===== src/rtl/btn_pkg.sv =====
// ----------------------------------------------------------------------------
// btn_pkg
//   Shared definitions for the button event path.
//   - state_e   : gesture decoder states
//   - CLK_HZ, LONG_MS, DOUBLE_GAP_MS : default timing, converted to cycle
//     counts in DEF_LONG_COUNTS / DEF_DOUBLE_GAP_COUNTS
// ----------------------------------------------------------------------------
package btn_pkg;

    typedef enum logic [2:0] {
        IDLE   = 3'd0,
        PRESS1 = 3'd1,
        GAP    = 3'd2,
        PRESS2 = 3'd3,
        LONG   = 3'd4
    } state_e;

    localparam int unsigned CLK_HZ        = 50_000_000;
    localparam int unsigned LONG_MS       = 1000;
    localparam int unsigned DOUBLE_GAP_MS = 300;

    localparam int unsigned DEF_LONG_COUNTS       = (CLK_HZ / 1000) * LONG_MS;
    localparam int unsigned DEF_DOUBLE_GAP_COUNTS = (CLK_HZ / 1000) * DOUBLE_GAP_MS;

endpackage


===== src/rtl/edge_detect.sv =====
// ----------------------------------------------------------------------------
// edge_detect
//   Registers the previous level and flags rising / falling transitions.
//   Ports:
//     clk_i    in  clock, posedge
//     reset_i  in  synchronous active-high reset (previous level -> 0)
//     level_i  in  synchronised input level
//     rise_o   out level_i & ~prev (combinational)
//     fall_o   out ~level_i & prev (combinational)
//   Clearing prev on reset means a level held high through reset shows up
//   as a rise on the first cycle after reset.
// ----------------------------------------------------------------------------
module edge_detect (
    input  logic clk_i,
    input  logic reset_i,
    input  logic level_i,
    output logic rise_o,
    output logic fall_o
);

    logic prev_q;

    always_ff @(posedge clk_i) begin
        if (reset_i) begin
            prev_q <= 1'b0;
        end else begin
            prev_q <= level_i;
        end
    end

    assign rise_o = level_i & ~prev_q;
    assign fall_o = ~level_i & prev_q;

endmodule


===== src/rtl/button_event_decoder.sv =====
// ----------------------------------------------------------------------------
// button_event_decoder
//   Turns the debounced button level into one-cycle gesture strobes.
//   Parameters:
//     LONG_COUNTS        cycles held before long_press (>= 2)
//     DOUBLE_GAP_COUNTS  max released gap between two clicks (>= 2)
//   Ports:
//     clk             in  clock, posedge
//     reset           in  synchronous active-high reset
//     button_pressed  in  debounced level, 1 = pressed
//     press_pulse     out 1-cycle strobe, cycle after every rise
//     release_pulse   out 1-cycle strobe, cycle after every fall
//     single_click    out 1-cycle strobe, short press not followed in time
//     double_click    out 1-cycle strobe, second short press released
//     long_press      out 1-cycle strobe, held LONG_COUNTS cycles
//     long_held       out level, high while in LONG
//   All outputs are registered. state_q is the FSM state register.
// ----------------------------------------------------------------------------
module button_event_decoder
    import btn_pkg::*;
#(
    parameter int unsigned LONG_COUNTS       = DEF_LONG_COUNTS,
    parameter int unsigned DOUBLE_GAP_COUNTS = DEF_DOUBLE_GAP_COUNTS
) (
    input  logic clk,
    input  logic reset,
    input  logic button_pressed,
    output logic press_pulse,
    output logic release_pulse,
    output logic single_click,
    output logic double_click,
    output logic long_press,
    output logic long_held
);

    localparam int unsigned MAX_COUNTS =
        (LONG_COUNTS > DOUBLE_GAP_COUNTS) ? LONG_COUNTS : DOUBLE_GAP_COUNTS;
    localparam int CNT_W = $clog2(MAX_COUNTS) + 1;

    localparam logic [CNT_W-1:0] LONG_LAST = CNT_W'(LONG_COUNTS - 1);
    localparam logic [CNT_W-1:0] GAP_LAST  = CNT_W'(DOUBLE_GAP_COUNTS - 1);
    localparam logic [CNT_W-1:0] CNT_SAT   = '1;

    logic rise;
    logic fall;

    edge_detect u_edge_detect (
        .clk_i   (clk),
        .reset_i (reset),
        .level_i (button_pressed),
        .rise_o  (rise),
        .fall_o  (fall)
    );

    state_e           state_q;
    logic [CNT_W-1:0] cnt_q;
    logic [CNT_W-1:0] cnt_d;
    logic             press_pulse_q;
    logic             release_pulse_q;
    logic             single_click_q;
    logic             double_click_q;
    logic             long_press_q;
    logic             long_held_q;

    // Saturating increment; state entries override this with zero.
    always_comb begin
        cnt_d = cnt_q;
        if (cnt_q != CNT_SAT) begin
            cnt_d = cnt_q + CNT_W'(1);
        end
    end

    always_ff @(posedge clk) begin
        if (reset) begin
            state_q         <= IDLE;
            cnt_q           <= '0;
            press_pulse_q   <= 1'b0;
            release_pulse_q <= 1'b0;
            single_click_q  <= 1'b0;
            double_click_q  <= 1'b0;
            long_press_q    <= 1'b0;
            long_held_q     <= 1'b0;
        end else begin
            press_pulse_q   <= rise;
            release_pulse_q <= fall;
            single_click_q  <= 1'b0;
            double_click_q  <= 1'b0;
            long_press_q    <= 1'b0;
            cnt_q           <= cnt_d;

            case (state_q)
                IDLE: begin
                    if (rise) begin
                        state_q <= PRESS1;
                        cnt_q   <= '0;
                    end
                end
                PRESS1: begin
                    // A release on the terminal count still counts as short.
                    if (fall) begin
                        state_q <= GAP;
                        cnt_q   <= '0;
                    end else if (cnt_q == LONG_LAST) begin
                        state_q      <= LONG;
                        cnt_q        <= '0;
                        long_press_q <= 1'b1;
                        long_held_q  <= 1'b1;
                    end
                end
                GAP: begin
                    // A second press on the terminal count still makes a double.
                    if (rise) begin
                        state_q <= PRESS2;
                        cnt_q   <= '0;
                    end else if (cnt_q == GAP_LAST) begin
                        state_q        <= IDLE;
                        cnt_q          <= '0;
                        single_click_q <= 1'b1;
                    end
                end
                PRESS2: begin
                    if (fall) begin
                        state_q        <= IDLE;
                        cnt_q          <= '0;
                        double_click_q <= 1'b1;
                    end
                end
                LONG: begin
                    if (fall) begin
                        state_q     <= IDLE;
                        cnt_q       <= '0;
                        long_held_q <= 1'b0;
                    end
                end
                default: begin
                    state_q     <= IDLE;
                    cnt_q       <= '0;
                    long_held_q <= 1'b0;
                end
            endcase
        end
    end

    assign press_pulse   = press_pulse_q;
    assign release_pulse = release_pulse_q;
    assign single_click  = single_click_q;
    assign double_click  = double_click_q;
    assign long_press    = long_press_q;
    assign long_held     = long_held_q;

endmodule


===== config.mk =====
export PLATFORM = sky130hd
export DESIGN_NAME = button_event_decoder
export DESIGN_NICKNAME = d
export VERILOG_FILES = /design/src/rtl/btn_pkg.sv /design/src/rtl/edge_detect.sv /design/src/rtl/button_event_decoder.sv
export SDC_FILE = /design/constraint.sdc
export NUM_CORES = 1
export LEC_CHECK = 0
export BUFFER_PORTS_ARGS = -buffer_cell sky130_fd_sc_hd__buf_2
export CAP_MARGIN = 20
export CORE_UTILIZATION = 50
export CTS_CLUSTER_SIZE = 8
export DETAILED_ROUTE_END_ITERATION = 8
export PLACE_DENSITY_LB_ADDON = 0.3
export SETUP_SLACK_MARGIN = 0.15
export SLEW_MARGIN = 10
export SYNTH_ARGS = -nofsm -noshare
export SYNTH_HDL_FRONTEND = slang
export SYNTH_SLANG_ARGS = --single-unit

===== constraint.sdc =====
create_clock -name clk -period 5.8 [get_ports clk]
set_input_delay 1.16 -clock clk [delete_from_list [all_inputs] [get_ports clk]]
set_output_delay 1.16 -clock clk [all_outputs]
set_load 0.1 [all_outputs]

* After elaboration in Yosys (flattened, before gate mapping)
Cells that the tools add are included.
** Storage, ports and cells
- Bits in registers :: 37
- Output and inout bits :: 6
- Logic and storage cells :: 62
** Operators by class
- Add/sub/neg operators :: 1
- Equal/unequal tests :: 14
- Muxes and demuxes :: 22
- Bitwise logic cells :: 8
- Reductions and logical operators :: 8
** Operator list (count)
- 27-bit two-way mux :: 7
- 27-bit case mux with 4 select lines :: 1
- 27-bit by 1-bit adder with 27-bit output (second input constant) :: 1
- 27-bit by 24-bit equality test with 1-bit output (second input constant) :: 1
- 27-bit by 26-bit equality test with 1-bit output (second input constant) :: 1
- 27-bit != test (second input constant) :: 1
- 3-bit two-way mux :: 6
- 3-bit case mux with 4 select lines :: 1
- 3-bit OR reduction :: 3
- 2-bit != test (second input constant) :: 4
- 4-bit AND reduction :: 2
- 3-bit by 2-bit equality test with 1-bit output (second input constant) :: 2
- 1-bit two-way mux :: 6
- 3-bit != test (second input constant) :: 2
- 1-bit NOT :: 6
- 2-bit OR reduction :: 2
- 3-bit by 1-bit equality test with 1-bit output (second input constant) :: 1
- 3-bit equality test (second input constant) :: 1
- 3-bit logical NOT :: 1
- 1-bit case mux with 3 select lines :: 1
- 1-bit bitwise AND :: 2
- 2-bit by 1-bit != test with 1-bit output (second input constant) :: 1

* Logic depth before layout (Yosys ltp)
Gate-level depths: netlist (run 1).
- Depth after elaboration :: 5
- Mapped depth :: 8

* Hierarchy
Synthesis (run 1) repeated with hierarchy kept, for this count alone.
** Second synthesis, totals
- Cells, all modules :: 219
- Area total of the unflattened synthesis :: 1941.9 um^2
** Modules (own cells, without submodules)
- button_event_decoder :: instances 1, cells an instance 215, area each 1903.1 um^2
- edge_detect :: instances 1, cells an instance 4, area each 38.8 um^2

* Least setup slack after synthesis (run 1)
No wires, ideal clock.
- Path kind :: in2reg
- Start point :: input button_pressed
- End point :: register cnt_q[13]
- Setup time :: 70 ps
- Arrival time :: 2417 ps
- Setup slack :: 3313 ps
- Stages on the path :: 7
- Cell sequence :: nand2b_1 > nor4b_1 > o22ai_1 > a31o_1 > buf_4 > buf_6 > a21oi_1
** On the way
- Longest elaborated chain between the ends :: 4
- Elaborated cells on any way between the ends :: 8
- Classes of those cells :: 5 x mux; 3 x bitwise
** RTL lines
- from (decl) :: RTL line button_event_decoder.sv:27 : input logic button_pressed,
- 1-bit NOT :: RTL line edge_detect.sv:32 : assign fall_o = ~level_i & prev_q;
- 1-bit bitwise AND :: RTL line edge_detect.sv:32
- 27-bit two-way mux (on tied branches) :: RTL line button_event_decoder.sv:122, button_event_decoder.sv:129, button_event_decoder.sv:100
- 27-bit case mux with 4 select lines * :: RTL line button_event_decoder.sv:91 : case (state_q)
- to (signal assigned) :: RTL line button_event_decoder.sv:89 : cnt_q <= cnt_d;
- to (decl) :: RTL line button_event_decoder.sv:56 : logic [CNT_W-1:0] cnt_q;
Mark *: on every way between the ends. The rest lies on a longest branch, timed or not.
A chain may end at the register's enable or synchronous reset.

* Final worst setup path (run 1)
- Start point :: input button_pressed
- End point :: register cnt_q[3]
Same word-level chain as after synthesis.

==> metrics, run 1 <==
outcome completed; Finished Cell Area 2060 um2; largest net degree at the start of global routing 28; Die Ht 64.2 um; CTS Buf Count 5; Pwr per Cell Area roughly 270 nW/um2; vias 1646; GP Congestion 0.849; Clock Latency Late Sink 0.29 ns; register area share after synthesis 38.3%; Layout area overhead 6.67%; Seq cells post-synth 37; reg2reg path depth 5; RSZ-0062 raised after global routing no; Sw Share slightly below 30%; global route overflow 0; layout cells sized above 1 approximately an eighth; average size of a mapped cell between 8 and 9 um2; predominant post-synthesis flop cell dfxtp_1; Clock Power Share 31.7%; antenna violations before repair 0; Final Hold Vio Count 0; Worst Max-Slew Pin Slew 0.944 ns; final setup fails 0; critical path peak fanout 27; Sequential Power Share between 50% and 60%; 1st-iter DRT viols 78; FF-to-FF End cnt_q[3]; CORE AREA 3690 um2; dpl cell area 1970 um2; TritonCTS clock tree done; Post-CTS Hold Fix Bufs 0; Syn Std Cell Area approximately 1900 um2; cell count after synthesis roughly 220; input/output buffers 8; ANT cells 0; DP HPWL 2770 um; # clock sinks 37; vias in the first global route 1478; FF-to-FF Start cnt_q[19]; nets@finish roughly 230; Yosys cell types 53; Reg clk slew, reported paths 0.06 ns; die area around 4000 um2; VDD IR max 0.160 mV; r2r setup slk 3.30 ns; Post-synth EDFFs 0; crit end category register; minimum clock period 2.81 ns; Lkg Pwr ~0.00065 uW; Endpoint, Worst Hold cnt_q[23]; total wire length 3830 um; hold path cells 2; Sw Pwr 163 uW; Syn Nets 221; crit-path cells buf_2 -> nor2b_1 -> o21ai_0 -> a22oi_1 -> a31o_1 -> nor3_1; clock buffer depth 2; hold_sp cnt_q[23]; Routed Antenna Nets 0; Internal 398 uW; Min-Delay Path Class register to register; crit path max-delay cell type a31o_1; Die W 64.2 um; arrival time worst endpoint 2.94 ns; Async S/R FF share, synth 0%; Max Cap Viol 0; io pins 9; startpoint type of the worst setup path input pin; starting density of the core 52.4%; FP Rows 22; clk_skew around 0.0066 ns; slew margin rel. 37.0%; fillcell total roughly 350; Root Driver clkbuf_8; Resized cells post-CTS 0; CP required 5.93 ns; DRC 0; Synthesis Warnings 0; Slew Viols, Final 0; number of setup buffers added after CTS 0; Via density 6.07; wire length per cell 14.1 um; Total Routing Usage GR 21.4%; drt pass-1 iters 4; Highest Clock Rate approximately 360 MHz; Crit path largest cell delay 0.81 ns; CP Class input pin to register; H-tree depth 2; setup tns final 0 ns; first-pass GRT wire length between 6000 and 7000 um; Comb pwr share 16.9%; final period utilization 48.5%
-- power by group through the flow --
stage / combinational (uW) / clock (uW) / sequential (uW)
after floorplan: 100 / 0 / 286
after detailed placement: 95.8 / 0 / 295
after global placement: 94.3 / 0 / 294
final: 94.6 / 178 / 289
after global routing: 109 / 196 / 291
after CTS: 95.9 / 184 / 289
-- worst max-delay path by stage --
stage / startpoint / endpoint / slack [ns] / depth (start not counted)
2_1_floorplan: button_pressed / cnt_q[13] / 3.31 / 7
3_3_place_gp: button_pressed / cnt_q[24] / 2.67 / 6
3_5_place_dp: button_pressed / cnt_q[24] / 2.66 / 6
4_1_cts: button_pressed / cnt_q[24] / 2.97 / 6
5_1_grt: button_pressed / cnt_q[3] / 2.72 / 6
6_report: button_pressed / cnt_q[3] / 2.99 / 6
-- layout by cell type (no fill, tap or decap), types with 2 or more instances in the layout --
master     instances
o31ai_1            7
o2111ai_1          2
or3_1             10
nor4_1             2
nand3_1           10
a311oi_1           2
inv_1              4
and4_1             2
o22ai_1            2
o21ai_0            6
a31oi_1            8
nor2_1            14
buf_2              8
a21oi_1           13
or4_1              6
clkbuf_8           6
and3_1             6
nor2b_1            4
nor2_2             2
nor3_1             5
nand4_1            4
nand2_1           15
xnor2_1            8
dfxtp_1           37
nor3b_1            3
a2111oi_2          2
nand2b_1           3
a211oi_1           2
xor2_1             3
nor3_2             5
-- kinds of logic (layout without fill, tap and decap cells) --
kind of cell | Yosys count | in the layout | share of synthesized area [%]
xor+xnor | 11 | 11 | 4.99
mux | 1 | 1 | 0.583
buf+inv | 13 | 19 | 3.76
simple gates | 102 | 102 | 32.6
compound gates | 52 | 52 | 19.0
fa+ha+maj | 1 | 1 | 0.648
flops | 37 | 37 | 38.3
-- metrics by stage --
stage          total power (uW)  util (%)  setup WS, ns  hold WS, ns  instances
3_5_place_dp                391      53.5          2.66        0.468        264
2_1_floorplan               386         -          3.31        0.445        217
3_3_place_gp                388      53.5          2.67        0.462        264
5_1_grt                     596      55.9          2.72        0.501        271
6_report                    561      55.9          2.99        0.475        271
4_1_cts                     568      55.9          2.97        0.477        271
-- layer usage --
| layer | vias up | part of all wire, % | track usage (%) |
|---|---|---|---|
| met4 | 0 | 1.5 | 7.50 |
| met3 | 6 | 4.9 | 5.54 |
| met2 | 33 | 48 | 35.2 |
| met1 | 766 | 46 | 26.8 |
| li1 | 841 | - | - |
| met5 | - | 0 | 0 |
-- critical path: cells and delay by family --
| kind | cells | cell delay (ns) |
|---|---|---|
| AOI/OAI and AO/OA | 3 | 1.25 |
| and+or+nand+nor | 2 | 0.40 |
| buffers and inverters | 1 | 0.12 |
-- layout make-up --
type / count / area (um2) / share of cell area (%)
clock buffer: 7 / 86.3 / 4.19
multi-input combinational: 167 / 1120 / 54.3
sequential: 37 / 741 / 35.9
tap: 48 / 60.1 / 2.91
timing repair buffer: 8 / 40.0 / 1.94
inverter: 4 / 15.0 / 0.729
-- synth_stat cells (2+ instances only) --
master,n,area (um2)
a2111oi_2,2,30.0
a211oi_1,2,15.0
a21oi_1,13,65.1
a311oi_1,2,17.5
a31oi_1,8,50.1
and3_1,6,37.5
and4_1,2,17.5
buf_4,2,15.0
buf_6,2,22.5
clkbuf_1,4,15.0
dfxtp_1,37,741
inv_1,4,15.0
nand2_1,15,56.3
nand2b_1,3,18.8
nand3_1,10,50.1
nand4_1,4,25.0
nor2_1,14,52.6
nor2_2,2,12.5
nor2b_1,4,25.0
nor3_1,5,25.0
nor3_2,5,50.1
nor3b_1,3,22.5
nor4_1,2,12.5
o2111ai_1,2,17.5
o21ai_0,6,30.0
o22ai_1,2,12.5
o31ai_1,7,52.6
or3_1,10,62.6
or4_1,6,45.0
xnor2_1,8,70.1
xor2_1,3,26.3
-- registers in the layout, indices dropped and copies added, names as in the netlist --
signal and count:
cnt_q 27, double_click 1, long_held 1, long_press 1, press_pulse 1, release_pulse 1, single_click 1, state_q 3
u_edge_detect.prev_q 1
(Power assumes the default switching activity.)
==> inputs of run 2 (changes only) <==
--- a/config.mk
+++ b/config.mk
@@ -5,6 +5,7 @@
 export SDC_FILE = /design/constraint.sdc
 export NUM_CORES = 1
 export LEC_CHECK = 0
+export ABC_AREA = 1
 export BUFFER_PORTS_ARGS = -buffer_cell sky130_fd_sc_hd__buf_2
 export CAP_MARGIN = 20
 export CORE_UTILIZATION = 50
==> constraint.sdc (replaced) <==
create_clock -name clk -period 2.73 [get_ports clk]
set_input_delay 0.546 -clock clk [delete_from_list [all_inputs] [get_ports clk]]
set_output_delay 0.546 -clock clk [all_outputs]
set_load 0.1 [all_outputs]
==> run 2 against run 1 <==
Against the previous run: setup slack got worse by 2.4 ns; synthesized cell count increased by 63%; register-to-register slack got worse by 2.7 ns; worst hold slack got worse by 0.034 ns; highest routed layer unchanged.
==> metrics, run 2 <==
hold path cells 1; Highest Clock Rate roughly 460 MHz; commonest cells after routing, fill and taps aside nor2_1 (86), nand2_1 (66), inv_1 (52), nand3_1 (41), dfxtp_1 (37); largest net degree at the start of global routing 28; crit end category register; most common cell in the synthesized netlist nor2_1; Yosys cell types 29; layout cells sized above 1 12.6%; average size of a mapped cell 6.30 um2; most common cell after layout, fill and taps aside nor2_1; Clock Latency Late Sink approximately 0.29 ns; clock buffer depth 2; antenna violations before repair 0; most flop-heavy register cnt_q; Die Ht about 69 um; Min-Delay Path Class register to register; RSZ-0062 raised after global routing no; input/output buffers 8; Post-Synth XOR/XNOR Area 0.394%; critical path peak fanout 22; starting density of the core 53.7%; r2r setup slk 0.56 ns; Post-synth EDFFs 0; reg2reg path depth 9; main combinational cell family by area after synthesis simple AND/OR/NAND/NOR gates; Via density 5.08; Max Cap Viol 0; DP HPWL 3620 um; Root Driver clkbuf_8; vias in the first global route 1991; startpoint type of the worst setup path register; io pins 9; WHS 0.441 ns; Die W just under 70 um; Reg clk slew, reported paths 0.07 ns; Post-Synth Simple-Gate Area between 50% and 60%; mux contribution to synthesized area 0%; synth top area cells dfxtp_1 (33%), nor2_1 (15%), nand2_1 (11%); Lkg Pwr 0.00101 uW; clk_skew 0.00308 ns; Worst Max-Slew Pin Slew 0.542 ns; number of setup buffers added after CTS 0; Syn Std Cell Area ~2200 um2; final period utilization 79.6%; Total Routing Usage GR between 20% and 30%; CORE AREA approximately 4100 um2; dominant cell type by area after synthesis dfxtp_1; predominant post-synthesis flop cell dfxtp_1; Largest regs cnt_q x27, state_q x3; Post-Synth Adder-Cell Area 0.562%; register area share after synthesis 33.3%; 1st-iter DRT viols approximately 110; vias 2110; most frequent cells after synthesis nor2_1 (86), nand2_1 (66), inv_1 (52); Post-CTS Hold Fix Bufs 0; TritonCTS clock tree done; CP required approximately 3.0 ns; Async S/R FF share, synth 0%; Pwr per Cell Area 561 nW/um2; outcome completed; crit-path cells ha_1 -> nand2_1 -> nor2_2 -> nand2_2 -> nor2_4 -> nand3_2 -> inv_1 -> o21ai_0 -> nor2_1; global route overflow 0; H-tree depth 2; Seq cells post-synth 37; CP Class register to register; GP Congestion 0.903; Resized cells post-CTS 0; FP Rows 23; first-pass GRT wire length 8580 um; CTS Buf Count 5; Compound-Gate Fraction of Synth Area 3.37%; Layout area overhead 7.31%; cell count after synthesis 353; die area 4720 um2; Slew Viols, Final 0; ANT cells 0; top-area cell type share of the netlist area 33.3%; wire length per cell 11.8 um; Routed Antenna Nets 0; drt pass-1 iters 4; nets@finish 368; crit path max-delay cell type nand3_2; Power, Total approximately 1300 uW; minimum clock period about 2.2 ns; VDD IR max 0.333 mV; Final Hold Vio Count 0; setup tns final 0 ns; # clock sinks 37; total wire length 4910 um; Synthesis Warnings 0; DRC 0; final setup fails 0; Syn Nets 357; Crit path largest cell delay between 0.4 and 0.5 ns; Largest register FFs 27; slew margin rel. a little under two thirds; arrival time worst endpoint approximately 2.4 ns
-- run 2: cell types whose count changed after synthesis, moves of 6 or more --
cell     change
nor2_1      +72
nand2_1     +51
inv_1       +48
nand3_1     +31
or3_1       -10
a21oi_1      -8
a31oi_1      -8
nand2_2      +8
nand3_2      +7
o31ai_1      -7
xnor2_1      -7
and3_1       -6
nor3_1       +6
or4_1        -6
-- run 2: metal layers --
layer | share of wire, % | track usage (%) | vias to the layer above
met5 | 0 | 0 | -
li1 | - | - | 1133
met2 | 46 | 40.3 | 31
met3 | 3.5 | 5.10 | 8
met1 | 49 | 31.5 | 938
met4 | 1.2 | 7.91 | 0
-- run 2: final cells by class --
type	instances	area, um2
Tap cell	50	62.6
Inverter	52	195
Multi-Input combinational cell	258	1230
Sequential cell	37	741
Fill cell	423	1760
Timing Repair Buffer	10	55.1
Clock buffer	7	96.3
Clock inverter	1	5.00
-- run 2: through the flow --
stage	cell area [um2]	utilization, %	cells	worst slack (ns)
6_report	2390	57.6	415	0.556
5_1_grt	2390	57.6	415	0.387
4_1_cts	2390	57.6	415	0.562
3_5_place_dp	2290	55.2	407	0.581
3_3_place_gp	2290	55.2	407	0.651
2_1_floorplan	2220	-	353	1.19
-- run 2: critical path: cells and delay by family, from the launching register on --
| kind | cells | cell delay [ns] |
|---|---|---|
| compound gates | 1 | 0.12 |
| fa+ha+maj | 1 | 0.18 |
| buf+inv | 1 | 0.40 |
| flops | 1 | 0.39 |
| simple gates | 6 | 1.01 |
-- run 2: cells by family after synthesis --
family          Yosys count
compound gates           12
xor+xnor                  1
fa+ha+maj                 1
buf+inv                  58
flops                    37
simple gates            244
-- run 2: path summary, 6_finish.rpt --
path                                  from      endpoint
worst max-delay path              cnt_q[0]      cnt_q[1]
worst min-delay path            state_q[2]  double_click
worst max register to register    cnt_q[0]      cnt_q[1]
worst min register to register  state_q[2]  double_click
-- run 2: power breakdown --
group / total, uW / internal, uW / leakage (uW) / switching [uW]
logic: 323 / 97.8 / 0.000661 / 225
clock network: 421 / 228 / 0.0000542 / 193
registers: 596 / 567 / 0.000299 / 28.7
